[src/rtl/gpu_csr_ctrl.sv]
// gpu_csr_ctrl: Avalon-MM control/status register block for the voxel GPU.
//
// Holds the CPU-written buffer-pointer and camera registers (live copy) and a
// shadow copy that the render pipeline consumes, so the CPU can stage the next
// frame while the current one renders. A three-state render FSM issues
// render-start pulses, queues one pending request, counts finished frames and
// raises a maskable, sticky interrupt.
//
// Ports:
//   clock, reset      system clock; asynchronous active-high reset
//   s1_*              Avalon-MM slave (word addressed, zero wait states)
//   render_start      one-cycle pulse to the pipeline (FSM in START)
//   render_done       one-cycle pulse from the pipeline, frame finished
//   cfg_buf           active buffer registers, reg i at [i*DATA_W +: DATA_W]
//   cfg_cam           active camera, vector v comp c at [(3*v+c)*DATA_W +: DATA_W]
//   irq               irq_pending & irq_en
//
// Register map (word addresses):
//   0x00..NUM_BUF_REGS-1   buffer registers, RW
//   0x0C FRAME_COUNT RO    0x0D STATUS RO {queued, irq_pending, busy}
//   0x0E IRQ_CTRL RW bit0  0x0F CMD WO (nonzero = request, zero = clear irq)
//   0x10 + 3*v + c         camera registers, RW
module gpu_csr_ctrl #(
    parameter int unsigned DATA_W       = 32,
    parameter int unsigned ADDR_W       = 8,
    parameter int unsigned NUM_BUF_REGS = 5,
    parameter int unsigned NUM_CAM_VEC  = 5
) (
    input  logic                            clock,
    input  logic                            reset,
    input  logic [ADDR_W-1:0]               s1_address,
    input  logic                            s1_read,
    input  logic                            s1_write,
    input  logic [DATA_W-1:0]               s1_writedata,
    output logic [DATA_W-1:0]               s1_readdata,
    output logic                            s1_waitrequest,
    output logic                            render_start,
    input  logic                            render_done,
    output logic [NUM_BUF_REGS*DATA_W-1:0]  cfg_buf,
    output logic [NUM_CAM_VEC*3*DATA_W-1:0] cfg_cam,
    output logic                            irq
);

    localparam int unsigned ADDR_FRAME   = 12;
    localparam int unsigned ADDR_STATUS  = 13;
    localparam int unsigned ADDR_IRQ     = 14;
    localparam int unsigned ADDR_CMD     = 15;
    localparam int unsigned CAM_BASE     = 16;
    localparam int unsigned NUM_CAM_REGS = 3 * NUM_CAM_VEC;

    typedef enum logic [1:0] {
        IDLE  = 2'd0,
        START = 2'd1,
        RUN   = 2'd2
    } state_t;

    state_t state, next_state;

    logic [DATA_W-1:0] live_buf   [NUM_BUF_REGS];
    logic [DATA_W-1:0] live_cam   [NUM_CAM_REGS];
    logic [DATA_W-1:0] shadow_buf [NUM_BUF_REGS];
    logic [DATA_W-1:0] shadow_cam [NUM_CAM_REGS];

    logic [DATA_W-1:0] frame_count;
    logic              irq_pending;
    logic              irq_en;
    logic              queued;

    logic cmd_sel, req, clr, done_run, busy;

    // Reads have no side effects; the strobe is intentionally not consumed.
    logic s1_read_unused;
    assign s1_read_unused = s1_read;

    assign s1_waitrequest = 1'b0;
    assign cmd_sel  = s1_write && (s1_address == ADDR_W'(ADDR_CMD));
    assign req      = cmd_sel && (s1_writedata != '0);
    assign clr      = cmd_sel && (s1_writedata == '0);
    assign done_run = render_done && (state == RUN);
    assign busy     = (state != IDLE);

    assign render_start = (state == START);
    assign irq          = irq_pending & irq_en;

    // Render FSM
    always_ff @(posedge clock or posedge reset) begin
        if (reset) state <= IDLE;
        else       state <= next_state;
    end

    always_comb begin
        next_state = state;
        case (state)
            IDLE:    if (req || queued) next_state = START;
            START:   next_state = RUN;
            RUN:     if (render_done) next_state = (queued || req) ? START : IDLE;
            default: next_state = IDLE;
        endcase
    end

    // Control / status. The queued request is consumed on the edge that
    // enters START, so a request coinciding with render_done in RUN goes
    // straight into the new START without leaving queued set behind it.
    always_ff @(posedge clock or posedge reset) begin
        if (reset) begin
            queued      <= 1'b0;
            irq_pending <= 1'b0;
            irq_en      <= 1'b0;
            frame_count <= '0;
        end else begin
            if (next_state == START)
                queued <= 1'b0;
            else if (req && (state != IDLE))
                queued <= 1'b1;

            // set wins over a simultaneous clear
            if (done_run)
                irq_pending <= 1'b1;
            else if (clr)
                irq_pending <= 1'b0;

            if (s1_write && (s1_address == ADDR_W'(ADDR_IRQ)))
                irq_en <= s1_writedata[0];

            if (done_run)
                frame_count <= frame_count + 1'b1;
        end
    end

    // Live registers (CPU side)
    always_ff @(posedge clock or posedge reset) begin
        if (reset) begin
            for (int unsigned i = 0; i < NUM_BUF_REGS; i++) live_buf[i] <= '0;
            for (int unsigned i = 0; i < NUM_CAM_REGS; i++) live_cam[i] <= '0;
        end else if (s1_write) begin
            for (int unsigned i = 0; i < NUM_BUF_REGS; i++)
                if (s1_address == ADDR_W'(i)) live_buf[i] <= s1_writedata;
            for (int unsigned i = 0; i < NUM_CAM_REGS; i++)
                if (s1_address == ADDR_W'(CAM_BASE + i)) live_cam[i] <= s1_writedata;
        end
    end

    // Shadow registers (pipeline side), committed on entry to START
    always_ff @(posedge clock or posedge reset) begin
        if (reset) begin
            for (int unsigned i = 0; i < NUM_BUF_REGS; i++) shadow_buf[i] <= '0;
            for (int unsigned i = 0; i < NUM_CAM_REGS; i++) shadow_cam[i] <= '0;
        end else if (next_state == START) begin
            for (int unsigned i = 0; i < NUM_BUF_REGS; i++) shadow_buf[i] <= live_buf[i];
            for (int unsigned i = 0; i < NUM_CAM_REGS; i++) shadow_cam[i] <= live_cam[i];
        end
    end

    for (genvar g = 0; g < NUM_BUF_REGS; g++) begin : g_buf
        assign cfg_buf[g*DATA_W +: DATA_W] = shadow_buf[g];
    end

    for (genvar g = 0; g < NUM_CAM_REGS; g++) begin : g_cam
        assign cfg_cam[g*DATA_W +: DATA_W] = shadow_cam[g];
    end

    // Read mux: always the live copy
    always_comb begin
        s1_readdata = '0;
        for (int unsigned i = 0; i < NUM_BUF_REGS; i++)
            if (s1_address == ADDR_W'(i)) s1_readdata = live_buf[i];
        for (int unsigned i = 0; i < NUM_CAM_REGS; i++)
            if (s1_address == ADDR_W'(CAM_BASE + i)) s1_readdata = live_cam[i];
        if (s1_address == ADDR_W'(ADDR_FRAME))
            s1_readdata = frame_count;
        if (s1_address == ADDR_W'(ADDR_STATUS))
            s1_readdata[2:0] = {queued, irq_pending, busy};
        if (s1_address == ADDR_W'(ADDR_IRQ))
            s1_readdata[0] = irq_en;
    end

endmodule

[config.mk]
export PLATFORM = sky130hd
export DESIGN_NAME = gpu_csr_ctrl
export DESIGN_NICKNAME = d
export VERILOG_FILES = /design/src/rtl/gpu_csr_ctrl.sv
export SDC_FILE = /design/constraint.sdc
export NUM_CORES = 2
export LEC_CHECK = 0
export CORE_MARGIN = 2
export CORE_UTILIZATION = 35
export DETAILED_ROUTE_END_ITERATION = 7
export HOLD_SLACK_MARGIN = 0.1
export SETUP_SLACK_MARGIN = 0.2
export SYNTH_ARGS = -nofsm -noshare
export SYNTH_HDL_FRONTEND = slang
export SYNTH_SLANG_ARGS = --single-unit
[constraint.sdc]
create_clock -name clock -period 64.7 [get_ports clock]
set_input_delay 12.94 -clock clock [delete_from_list [all_inputs] [get_ports clock]]
set_output_delay 12.94 -clock clock [all_outputs]
set_load 0.1 [all_outputs]
==> qor.csv <==
metric;value;unit
run_status;finished, final reports clean;
gp_congestion;0.8780;
syn_area;0.05590;sq mm
fin_crit;31.34;ns
grt_remaining_overflow;0;
grt_pass1_wl;291.8;mm
cts-buffers-inserted;150;
drt-total-wl;205.3;mm
p_per_area;26.26;mW/mm^2
cts_resized;0;
seq_area_frac_synth;58.96;%
num_vias;36630;
wire_per_inst;30.37;microns
grt.total_usage;24.97;%
hold_class;flop to flop;
final_area;0.06994;sq mm
final_util;44.11;%
switching_share;24.74;%
min_period_over_period;48.44;%
dpl.hpwl;141.5;mm
synth_ff_type;dfrtp_1;
drtAntennaViolNets;0;
max_slew_margin;6.974;%
use_met1;34.68;%
postCtsSetupRepairBufs;0;
cts-root-buf;clkbuf_16;
start_util;35.25;%
dr.pass1.iters;8;
cp_data_required_time;51.76;ns
crit_arrival;18.40;ns
start_kind;input port;
layout-drive-gt1-share;26.07;%
hold_buffers;0;
finClkSkew;0.02435;ns
path_clk_slew;0.06;ns
seqPwrFrac;47.0;%
insertion_delay;0.78;ns
multi_input_area;0.02128;sq mm
finalMaxSlewViolations;0;
syn_nets;3940;
io_pins;720;
finalHoldViolCount;0;
die_area;0.1629;sq mm
drc;0;
setup_viol_count_final;0;
cts.sinks;1317;
worst_setup_path_end_kind;primary output;
placed_cell_area;0.06495;sq mm
worstMarginPinSlew;1.393;ns
cts_buffer_depth;3;
power.leakage;33.49;nW
rsz0062_at_grt;false;
portBuffers;717;
critPathMaxFanout;23;
fillCellCount;14500;
grt-busiest-layer;met2;
final.setup.tns;0;ns
synth-edff-count;0;
final_cell_mix;dfrtp_1, mux2_2, clkdlybuf4s50_1, mux2_1, clkbuf_16;
p_sw;0.4544;mW
max_cap_viol_count;0;
antenna_found_initial;15;
cts_tree;yes;
die_h;403.6;microns
syn2layout_area_growth;25.12;%
yosys_warnings;0;
pwr-share-comb;6.1;%
fin_nets;4609;
via_per_inst;5.418;
worstSetupPathType;input port to primary output;
ir_worst_vdd;21.85;uV
rows;146;
core;0.1586;sq mm
power_frac_clock;46.8;%
syn_inst;3894;
grt_pass1_vias;37740;
grt_max_degree;178;
htreeDepth;4;
die_x;403.6;microns
grt_use_met3;6.765;%
ys_ff_latch;1317;
use_met2;37.97;%
ys_async_sr_fraction;100.0;%
final_common_cell;dfrtp_1;
p_int;1.382;mW
regArea;0.03296;sq mm
avgSynthCellArea;14.35;sq um
synth.distinct_cells;77;
fmax;31.91;MHz
initialDrtViolationCount;2301;
power by group through the flow:
stage	logic, mW	clock network (mW)	registers, mW
floorplan	0.0588	0	0.888
global placement	0.112	0	0.878
detailed placement	0.114	0	0.878
CTS	0.114	0.880	0.864
global route	0.120	0.915	0.866
finish	0.112	0.860	0.864
routing by layer:
layer | wire length (microns) | part of all wire, %
met2 | 91770 | 45
met4 | 6573 | 3.2
met5 | 11 | 0.0054
met3 | 15530 | 7.6
met1 | 91410 | 45
final timing paths:
check                               from             end  slack, ns  cells past startpoint
hold / removal              cfg_cam[309]    cfg_cam[309]       0.48                      1
max in group asynchronous          reset     cfg_buf[24]      47.93                      6
setup / recovery           s1_address[3]  s1_readdata[2]      33.36                     10
hold reg to reg             cfg_cam[309]    cfg_cam[309]       0.48                      1
setup reg to reg                state[1]    cfg_buf[104]      60.09                      6
min in group asynchronous          reset    cfg_cam[390]      12.70                      2
metrics by stage:
step,hold WS [ns],worst slack (ns),power [mW],cells
2_1_floorplan,0.4420,14.64,0.9471,3894
3_3_place_gp,0.4642,33.39,0.9898,6483
3_5_place_dp,0.4640,33.29,0.9920,6483
4_1_cts,0.4874,33.26,1.858,6752
5_1_grt,0.4939,33.27,1.902,6753
6_report,0.4839,33.36,1.836,6760
final cells by class:
class                           count  area share, %
Antenna cell                        8        0.02863
Clock buffer                      229          6.324
Clock inverter                     40         0.7818
Inverter                           16        0.09661
Multi-Input combinational cell   2245          30.42
Sequential cell                  1317          47.12
Tap cell                         2072          3.707
Timing Repair Buffer              833          11.51
cell families after synthesis:
logic type | Yosys count | share of synthesized area [%]
and+or+nand+nor | 335 | 3.006
other | 1 | 0.006709
buffers and inverters | 332 | 3.295
AOI/OAI and AO/OA | 527 | 6.447
muxes | 1350 | 27.78
adders and majority gates | 1 | 0.02238
xor gates and xnor gates | 31 | 0.4857
DFF | 1317 | 58.96
registers in the layout (all words and copies together) (netlist names):
| register | count |
|---|---|
| cfg_cam | 480 |
| live_cam | 480 |
| cfg_buf | 160 |
| live_buf | 160 |
| frame_count | 32 |
| state | 2 |
| irq_en | 1 |
| irq_pending | 1 |
| queued | 1 |
worst max-delay path, stage by stage:
cell	delay, ns
clkdlybuf4s50_1	0.41
buf_4	0.25
nor2b_1	1.10
and2_1	0.90
buf_4	0.43
a22oi_1	0.11
nand3_1	0.32
a2bb2oi_1	0.18
o32ai_1	0.44
clkdlybuf4s50_1	1.27
synthesized netlist by cell type, types with 25 or more instances:
| cell | count | area share [%] |
|---|---|---|
| buf_1 | 51 | 0.34 |
| mux2_1 | 519 | 10 |
| o21ai_0 | 94 | 0.84 |
| o211ai_1 | 27 | 0.36 |
| clkbuf_1 | 118 | 0.79 |
| mux2_2 | 770 | 16 |
| mux4_2 | 32 | 1.3 |
| nor3_1 | 31 | 0.28 |
| nand2_1 | 61 | 0.41 |
| a22o_1 | 33 | 0.52 |
| a21oi_1 | 88 | 0.79 |
| nand3_1 | 38 | 0.34 |
| buf_2 | 73 | 0.65 |
| nor2_1 | 89 | 0.60 |
| dfrtp_1 | 1317 | 59 |
| o22ai_1 | 64 | 0.72 |
| buf_6 | 51 | 1.0 |
| and3_1 | 28 | 0.31 |
| a22oi_1 | 55 | 0.74 |
| o221ai_1 | 25 | 0.39 |
| mux2i_1 | 29 | 0.52 |
Power figures use the tool's default switching activity.
